[config.mk]
export PLATFORM = sky130hd
export DESIGN_NAME = expand_key_top
export DESIGN_NICKNAME = d
export VERILOG_FILES = /design/src/rtl/expand_key_top.sv
export SDC_FILE = /design/constraint.sdc
export NUM_CORES = 2
export LEC_CHECK = 0
export CORE_AREA = 2 2 607 609
export CTS_BUF_LIST = sky130_fd_sc_hd__clkbuf_8 sky130_fd_sc_hd__clkbuf_16
export CTS_CLUSTER_SIZE = 8
export DETAILED_ROUTE_END_ITERATION = 10
export DIE_AREA = 0 0 609 611
export GPL_ROUTABILITY_DRIVEN = 0
export HOLD_SLACK_MARGIN = 0.08
export PLACE_DENSITY = 0.52
export SLEW_MARGIN = 20
export SYNTH_ARGS = -nofsm -noshare
export SYNTH_HDL_FRONTEND = slang
export SYNTH_SLANG_ARGS = --single-unit
export TNS_END_PERCENT = 100
[constraint.sdc]
create_clock -name clk -period 4.7 [get_ports clk]
set_input_delay 0.94 -clock clk [delete_from_list [all_inputs] [get_ports clk]]
set_output_delay 0.94 -clock clk [all_outputs]
set_load 0.02 [all_outputs]
[src/rtl/expand_key_top.sv]
// AES-128 key expansion. One round (four words) is produced per clock
// by a single iterative datapath. The schedule recomputes whenever the
// key presented at in_key differs from the key that was last captured.
module expand_key_top (
  input  logic           clk,
  input  logic           rst,
  input  logic [127:0]   in_key,
  output logic [1407:0]  full_expanded_key,
  output logic           ready
);

  typedef enum logic [1:0] {LOAD, EXPAND, DONE} state_e;

  // Standard AES S-box, entry 0 at the most significant end.
  localparam logic [0:255][7:0] SBOX = {
    128'h637c777bf26b6fc53001672bfed7ab76,
    128'hca82c97dfa5947f0add4a2af9ca472c0,
    128'hb7fd9326363ff7cc34a5e5f171d83115,
    128'h04c723c31896059a071280e2eb27b275,
    128'h09832c1a1b6e5aa0523bd6b329e32f84,
    128'h53d100ed20fcb15b6acbbe394a4c58cf,
    128'hd0efaafb434d338545f9027f503c9fa8,
    128'h51a3408f929d38f5bcb6da2110fff3d2,
    128'hcd0c13ec5f974417c4a77e3d645d1973,
    128'h60814fdc222a908846eeb814de5e0bdb,
    128'he0323a0a4906245cc2d3ac629195e479,
    128'he7c8376d8dd54ea96c56f4ea657aae08,
    128'hba78252e1ca6b4c6e8dd741f4bbd8b8a,
    128'h703eb5664803f60e613557b986c11d9e,
    128'he1f8981169d98e949b1e87e9ce5528df,
    128'h8ca1890dbfe6426841992d0fb054bb16
  };

  state_e          state_q, state_d;
  logic [127:0]    key_q, key_d;
  logic [127:0]    prev_q, prev_d;   // last four words written
  logic [1407:0]   fek_q, fek_d;
  logic [3:0]      cnt_q, cnt_d;

  logic [31:0]     rot_w, sub_w, rcon_w, n0, n1, n2, n3;
  logic [127:0]    round_w;
  logic            key_changed;

  assign key_changed = (in_key != key_q);

  // Round constant for the round currently being computed.
  always_comb begin
    rcon_w = 32'h0;
    case (cnt_q)
      4'd1:    rcon_w = 32'h01000000;
      4'd2:    rcon_w = 32'h02000000;
      4'd3:    rcon_w = 32'h04000000;
      4'd4:    rcon_w = 32'h08000000;
      4'd5:    rcon_w = 32'h10000000;
      4'd6:    rcon_w = 32'h20000000;
      4'd7:    rcon_w = 32'h40000000;
      4'd8:    rcon_w = 32'h80000000;
      4'd9:    rcon_w = 32'h1b000000;
      4'd10:   rcon_w = 32'h36000000;
      default: rcon_w = 32'h0;
    endcase
  end

  // One full round: RotWord/SubWord on the last word, then the XOR chain.
  always_comb begin
    rot_w   = {prev_q[119:96], prev_q[127:120]};
    sub_w   = {SBOX[rot_w[31:24]], SBOX[rot_w[23:16]],
               SBOX[rot_w[15:8]],  SBOX[rot_w[7:0]]};
    n0      = prev_q[31:0]   ^ sub_w ^ rcon_w;
    n1      = prev_q[63:32]  ^ n0;
    n2      = prev_q[95:64]  ^ n1;
    n3      = prev_q[127:96] ^ n2;
    round_w = {n3, n2, n1, n0};
  end

  // State register.
  always_ff @(posedge clk or negedge rst) begin
    if (!rst) state_q <= LOAD;
    else      state_q <= state_d;
  end

  // Next-state logic.
  always_comb begin
    state_d = state_q;
    case (state_q)
      LOAD:    state_d = EXPAND;
      EXPAND:  if (cnt_q == 4'd10) state_d = DONE;
      DONE:    if (key_changed) state_d = LOAD;
      default: state_d = LOAD;
    endcase
  end

  // Outputs: the schedule is only complete while sitting in DONE.
  always_comb begin
    ready             = (state_q == DONE);
    full_expanded_key = fek_q;
  end

  // Datapath next-state: capture key, fill one round slot per cycle.
  always_comb begin
    key_d  = key_q;
    prev_d = prev_q;
    fek_d  = fek_q;
    cnt_d  = cnt_q;
    case (state_q)
      LOAD: begin
        key_d  = in_key;
        prev_d = in_key;
        fek_d  = {1280'b0, in_key};
        cnt_d  = 4'd1;
      end
      EXPAND: begin
        fek_d[{cnt_q, 7'd0} +: 128] = round_w;
        prev_d = round_w;
        if (cnt_q != 4'd10) cnt_d = cnt_q + 4'd1;
      end
      DONE: begin
        // Leaving DONE wipes the stale schedule so uncomputed words read zero.
        if (key_changed) begin
          fek_d = '0;
          cnt_d = 4'd0;
        end
      end
      default: ;
    endcase
  end

  // Datapath registers.
  always_ff @(posedge clk or negedge rst) begin
    if (!rst) begin
      key_q  <= '0;
      prev_q <= '0;
      fek_q  <= '0;
      cnt_q  <= '0;
    end else begin
      key_q  <= key_d;
      prev_q <= prev_d;
      fek_q  <= fek_d;
      cnt_q  <= cnt_d;
    end
  end

endmodule

==> Word-level counts from Yosys, hierarchy flattened <==
Memory sizes are Yosys's and may differ from the RTL's.
Index checks and enable logic that the tools add are counted.
{ "totals": {"latchBits": 0, "mem_bits_ro": 8320, "mem_bits_rw": 0, "memories": 5, "inputBits": 130, "regBits": 1670, "out_inout_bits": 1409} }
{ "op_classes": {"n_shift": 2, "n_mul": 0, "div_mod_pow": 0, "n_reduce_logical": 6, "n_mux": 18, "order_cmp": 4, "n_bitwise": 9, "eq_ne": 8, "add_sub_neg": 2} }
{ "memory_table": {"columns": ["memory", "depth", "word_bits", "read_ports", "rd_clocked_by_memory_dff", "write_ports", "line", "text"], "rows": [
  ["(no name shown)", 256, 8, 1, 0, 0, "68", "SBOX[rot_w[15:8]], SBOX[rot_w[7:0]]};"],
  ["(no name shown)", 256, 8, 1, 0, 0, "68", null],
  ["(no name shown)", 256, 8, 1, 0, 0, "67", "sub_w = {SBOX[rot_w[31:24]], SBOX[rot_w[23:16]],"],
  ["(no name shown)", 256, 8, 1, 0, 0, "67", null],
  ["(no name shown)", 16, 8, 1, 0, 0, "49", "case (cnt_q)"]
]} }
{ "op_table": {"columns": ["operator", "n"], "rows": [
  ["1408-bit one-hot mux with 3 select lines", 1],
  ["1408-bit bitwise mux", 1],
  ["1408-bit 2-to-1 mux", 1],
  ["128-bit by 13-bit variable shift with 1408-bit output (first input constant)", 1],
  ["128-bit by 13-bit indexed part select with 1408-bit output", 1],
  ["128-bit one-hot mux with 2 select lines", 1],
  ["32-bit bitwise XOR", 5],
  ["128-bit != test", 1],
  ["8-bit 2-to-1 mux", 8],
  ["9-bit >= comparator (second input constant)", 4],
  ["8-bit NOT with 9-bit output", 4],
  ["11-bit negator with 13-bit output", 1],
  ["4-bit one-hot mux with 3 select lines", 1],
  ["4-bit 2-to-1 mux", 2],
  ["2-bit one-hot mux with 3 select lines", 1],
  ["4-bit by 1-bit adder with 4-bit output (second input constant)", 1],
  ["4-bit equality test (second input constant)", 1],
  ["2-bit 2-to-1 mux", 2],
  ["2-bit != test (second input constant)", 2],
  ["4-bit != test (second input constant)", 1],
  ["2-bit AND reduction", 2],
  ["3-bit AND reduction", 1],
  ["3-bit nonzero test", 1],
  ["2-bit by 1-bit equality test with 1-bit output (second input constant)", 1],
  ["4 further kinds", 4]
]} }

==> Logic depth before layout (Yosys ltp) <==
{ "logic_depth": {"depth_word": 12, "depth_mapped": 16, "mapped_depth_nobuf": 11} }

==> Least setup slack after synthesis <==
Ideal clock, no wire load.
{ "synth_path": {"path_kind": "register to register", "from": "register prev_q[121]", "to": "register fek_q[611] (netlist: full_expanded_key[611])", "arrival_ns": 3.846, "period_less_slack_ns": 3.967, "stages_incl_launch_ff": 14, "setup_time_ns": 0.121, "setup_slack_ns": 0.733, "cell_sequence": "dfrtp_1 > buf_2 > clkinv_1 > ha_1 > inv_1 > mux4_2 > a2111oi_1 > nor4_1 > a2111oi_2 > nand3_2 > xor2_2 > xnor2_1 > buf_4 > a22o_1"} }
{ "synth_between": {"elab_chain_len": 12} }
{ "synth_rtl": {"columns": ["item", "line", "text"], "rows": [
  ["start, declared", "36", "logic [127:0] prev_q, prev_d;"],
  ["start signal, assigned", "137", "prev_q <= prev_d;"],
  ["8-bit NOT with 9-bit output (not written as such)", "68", null],
  ["memory read 256 x 8 bit", null, null],
  ["8-bit 2-to-1 mux (not written as such) (2 in a row)", "68", null],
  ["32-bit bitwise XOR (2 in a row)", "69", "n0 = prev_q[31:0] ^ sub_w ^ rcon_w;"],
  ["32-bit bitwise XOR", "70", "n1 = prev_q[63:32] ^ n0;"],
  ["32-bit bitwise XOR", "71", "n2 = prev_q[95:64] ^ n1;"],
  ["32-bit bitwise XOR", "72", "n3 = prev_q[127:96] ^ n2;"],
  ["128-bit by 13-bit indexed part select with 1408-bit output (*)", "113", "fek_d[{cnt_q, 7'd0} +: 128] = round_w;"],
  ["1408-bit bitwise mux (*)", "113", null],
  ["1408-bit one-hot mux with 3 select lines (*)", "105", "case (state_q)"],
  ["end signal, assigned", "138", "fek_q <= fek_d;"],
  ["end, declared", "37", "logic [1407:0] fek_q, fek_d;"]
]} }
Mark *: on every way between the ends. The rest lies on a longest branch, timed or not. The select of a mux whose other input is x is not followed.
A chain may end at the register's enable or synchronous reset.

==> Worst setup path in the final report <==
{ "layout_path": {"from": "register prev_q[121]", "to": "register fek_q[193] (netlist: full_expanded_key[193])"} }
Same word-level chain as after synthesis.

==> impl_metrics.json <==
{
  "holdPathEnd": "full_expanded_key[373]",
  "synth_top_cell_area_share_pct": 52.61,
  "dp_hpwl_mm": 370.4,
  "min_path_cells": 2,
  "clock_latency_ns": 0.96,
  "ff2ff_path_depth": 12,
  "overflow": 0,
  "clk_pin_slew_ns": 0.05,
  "synth_nets": 8263,
  "hp-start": "full_expanded_key[373]",
  "synth_top_area_cell": "dfrtp_1",
  "maxSlewViolCount": 0,
  "routed_wl_mm": 492.3,
  "grt_use_met2_pct": 39.79,
  "post-route-drc-count": 0,
  "ys_ff_latch": 1670,
  "port_buffers": 1538,
  "rows": 222,
  "core_region_area_sq_um": 365000,
  "async_flop_share_pct": 100.0,
  "synth-edff-count": 0,
  "fmax_ghz": 0.2164,
  "max_slew_margin_pct": 21.15,
  "cp-start-kind": "register",
  "dpl-instance-area_sq_um": 107300,
  "grt_max_degree": 127,
  "vias_per_cell": 5.199,
  "post-route-cell-area_sq_um": 114100,
  "fin_skew_ns": 0.08749,
  "grt_pass1_vias": 73760,
  "min_period_over_period_pct": 98.34,
  "critPathBufInv": 3,
  "wl_per_cell_microns": 33.34,
  "clkSinkCount": 1670,
  "synth-main-ff-cell": "dfrtp_1",
  "cp.required_ns": 5.44,
  "rr_startpoint": "prev_q[121]",
  "syn_inst": 8060,
  "layout-drive-gt1-share_pct": 14.18,
  "status": "finished clean",
  "gr-usage-met3_pct": 8.332,
  "path_cells": "clkinv_1, buf_4, ha_1, mux2i_1, and2_1, nor3_1, nor3_1, a22o_1, o211ai_1, xnor2_4, buf_4, o21ai_0",
  "synth.distinct_cells": 109,
  "syn_area_sq_um": 79430,
  "grt_antenna_before_repair": 132,
  "cpPeakStageDelay_ns": 0.80,
  "fin_crit_ns": 4.622,
  "final_nets": 10050,
  "timing.rr.end": "full_expanded_key[193]",
  "hold_class": "reg -> reg",
  "cp_slowest_cell": "o211ai_1",
  "max_cap_viol_count": 0,
  "grt-busiest-layer": "met2",
  "ys_seq_area_share_pct": 52.61,
  "grt_pass1_wl_mm": 659.0,
  "area_growth_pct": 43.61,
  "synth_common_cells": "dfrtp_1, nand2_1, o21ai_0",
  "vias": 76770,
  "setup_viol_count_final": 0,
  "yosysWarnings": 0,
  "tightest_slew_ns": 1.183,
  "use_met1_pct": 29.10,
  "cp.depth": 12,
  "die_h_microns": 611,
  "drtIter0Drc": 9503,
  "arrival_ns": 5.37,
  "yosysMostFrequentCell": "dfrtp_1",
  "first_pass_iters": 7,
  "boundaryPins": 1539,
  "initial_utilization_pct": 21.76,
  "end_kind": "register",
  "clockBufferDepth": 4,
  "die_w_microns": 609,
  "path_delay_family": "compound AO/OA/AOI/OAI gates",
  "dieArea_sq_um": 372100,
  "r2r_setup_slack_ns": 0.08,
  "grt_usage_pct": 25.46,
  "cts-root-buf": "clkbuf_16",
  "crit_type": "reg -> reg",
  "synth.area.top_cells": "dfrtp_1, o21ai_0, nand2_1",
  "drtAntennaViolNets": 0,
  "cts_max_level": 4,
  "cp_max_fo": 12,
  "rsz0062_at_grt": "no",
  "numCtsBuffers": 238,
  "hold_viol": 0,
  "syn_area_per_cell_sq_um": 9.855,
  "cts_tree": "done"
}
[per-layer routing]
| metal | wire, microns | part of all wire [%] |
|---|---|---|
| met1 | 176800 | 36 |
| met2 | 221200 | 45 |
| met3 | 51090 | 10 |
| met4 | 42870 | 8.7 |
| met5 | 329 | 0.067 |
[layout make-up]
cell class	count	area, sq um
Tap cell	4816	6026
Clock buffer	243	6025
Clock inverter	44	523.0
Sequential cell	1670	41810
Antenna cell	53	132.6
Timing Repair Buffer	2365	24340
Inverter	171	644.4
Fill cell	37830	250900
Multi-Input combinational cell	5404	34570
[repair_timing]
action	in CTS	in global routing
resized for setup	2	7
buffers inserted	2	2
endpoints found under the setup margin	6	42
pin swaps	1	1
hold buffers	1	0
endpoints found under the hold margin	13	0
[cells in the final DEF (no fill, tap or decap), types with 27 or more instances in the layout]
| master | netlist | layout |
|---|---|---|
| o21ai_0 | 1255 | 1248 |
| and3_1 | 52 | 52 |
| clkbuf_16 | 0 | 238 |
| buf_4 | 39 | 609 |
| nor2_1 | 197 | 196 |
| a311oi_1 | 49 | 48 |
| mux4_2 | 29 | 29 |
| o22ai_1 | 53 | 53 |
| a21o_1 | 46 | 46 |
| a21oi_1 | 224 | 224 |
| nor2b_1 | 117 | 116 |
| ha_1 | 73 | 69 |
| nor3_1 | 101 | 92 |
| dfrtp_1 | 1670 | 1658 |
| clkdlybuf4s50_1 | 0 | 1537 |
| o211ai_1 | 53 | 53 |
| o311ai_0 | 42 | 42 |
| o21ai_1 | 41 | 41 |
| mux2i_1 | 71 | 71 |
| a211oi_1 | 73 | 73 |
| diode_2 | 0 | 53 |
| xor2_1 | 70 | 47 |
| a22o_1 | 430 | 430 |
| xnor2_1 | 117 | 64 |
| a31oi_1 | 63 | 63 |
| or2_2 | 27 | 27 |
| xnor2_2 | 20 | 53 |
| nand2b_1 | 119 | 119 |
| nand2_1 | 1260 | 1251 |
| nand3_1 | 103 | 102 |
| nand4_1 | 29 | 29 |
| buf_12 | 0 | 215 |
| inv_1 | 158 | 179 |
| a221oi_1 | 29 | 29 |
| mux2_2 | 46 | 46 |
| a22oi_1 | 98 | 98 |
| and2_1 | 48 | 45 |
[worst register-to-register path, stage by stage (launching register included)]
cell and delay, ns:
dfrtp_1 0.45, clkinv_1 0.20, buf_4 0.27, ha_1 0.56, mux2i_1 0.19, and2_1 0.24, nor3_1 0.46, nor3_1 0.18
a22o_1 0.25, o211ai_1 0.80, xnor2_4 0.21, buf_4 0.39, o21ai_0 0.27
[worst max path at each step]
stage,from,endpoint
finish,prev_q[121],full_expanded_key[193]
global route,prev_q[121],full_expanded_key[1126]
CTS,prev_q[96],full_expanded_key[553]
detailed placement,in_key[65],full_expanded_key[1197]
global placement,in_key[65],full_expanded_key[1197]
floorplan,prev_q[121],full_expanded_key[611]
[cell families (layout without fill, tap and decap cells)]
| group | Yosys count | after routing | synth area share [%] |
|---|---|---|---|
| compound gates | 2782 | 2782 | 22.89 |
| simple gates | 2172 | 2172 | 12.36 |
| flops | 1670 | 1670 | 52.61 |
| buf+inv | 986 | 2823 | 5.499 |
| xor+xnor | 230 | 230 | 3.110 |
| mux | 147 | 147 | 2.387 |
| fa+ha+maj | 73 | 73 | 1.150 |
| other cells | 0 | 53 | 0 |
[registers in the layout (all words and copies together) (netlist names)]
register	count
cnt_q	4
full_expanded_key	1408
key_q	128
prev_q	128
state_q	2
[stage by stage]
step | util, % | TNS [ns] | hold slack [ns] | worst slack (ns) | instances
5_1_grt | 31.24 | 0 | 0.4946 | 0.02493 | 14740
2_1_floorplan | - | 0 | 0.4532 | 0.7333 | 8060
3_5_place_dp | 29.39 | -914.40 | 0.4679 | -0.8532 | 14420
6_report | 31.25 | 0 | 0.4717 | 0.07813 | 14770
4_1_cts | 31.19 | 0 | 0.4786 | 0.002383 | 14710
3_3_place_gp | 29.38 | -924.78 | 0.4584 | -0.8225 | 14420
Power is not shown: default switching activity piles up to over one toggle a cycle in this logic, so the estimate is an artifact.
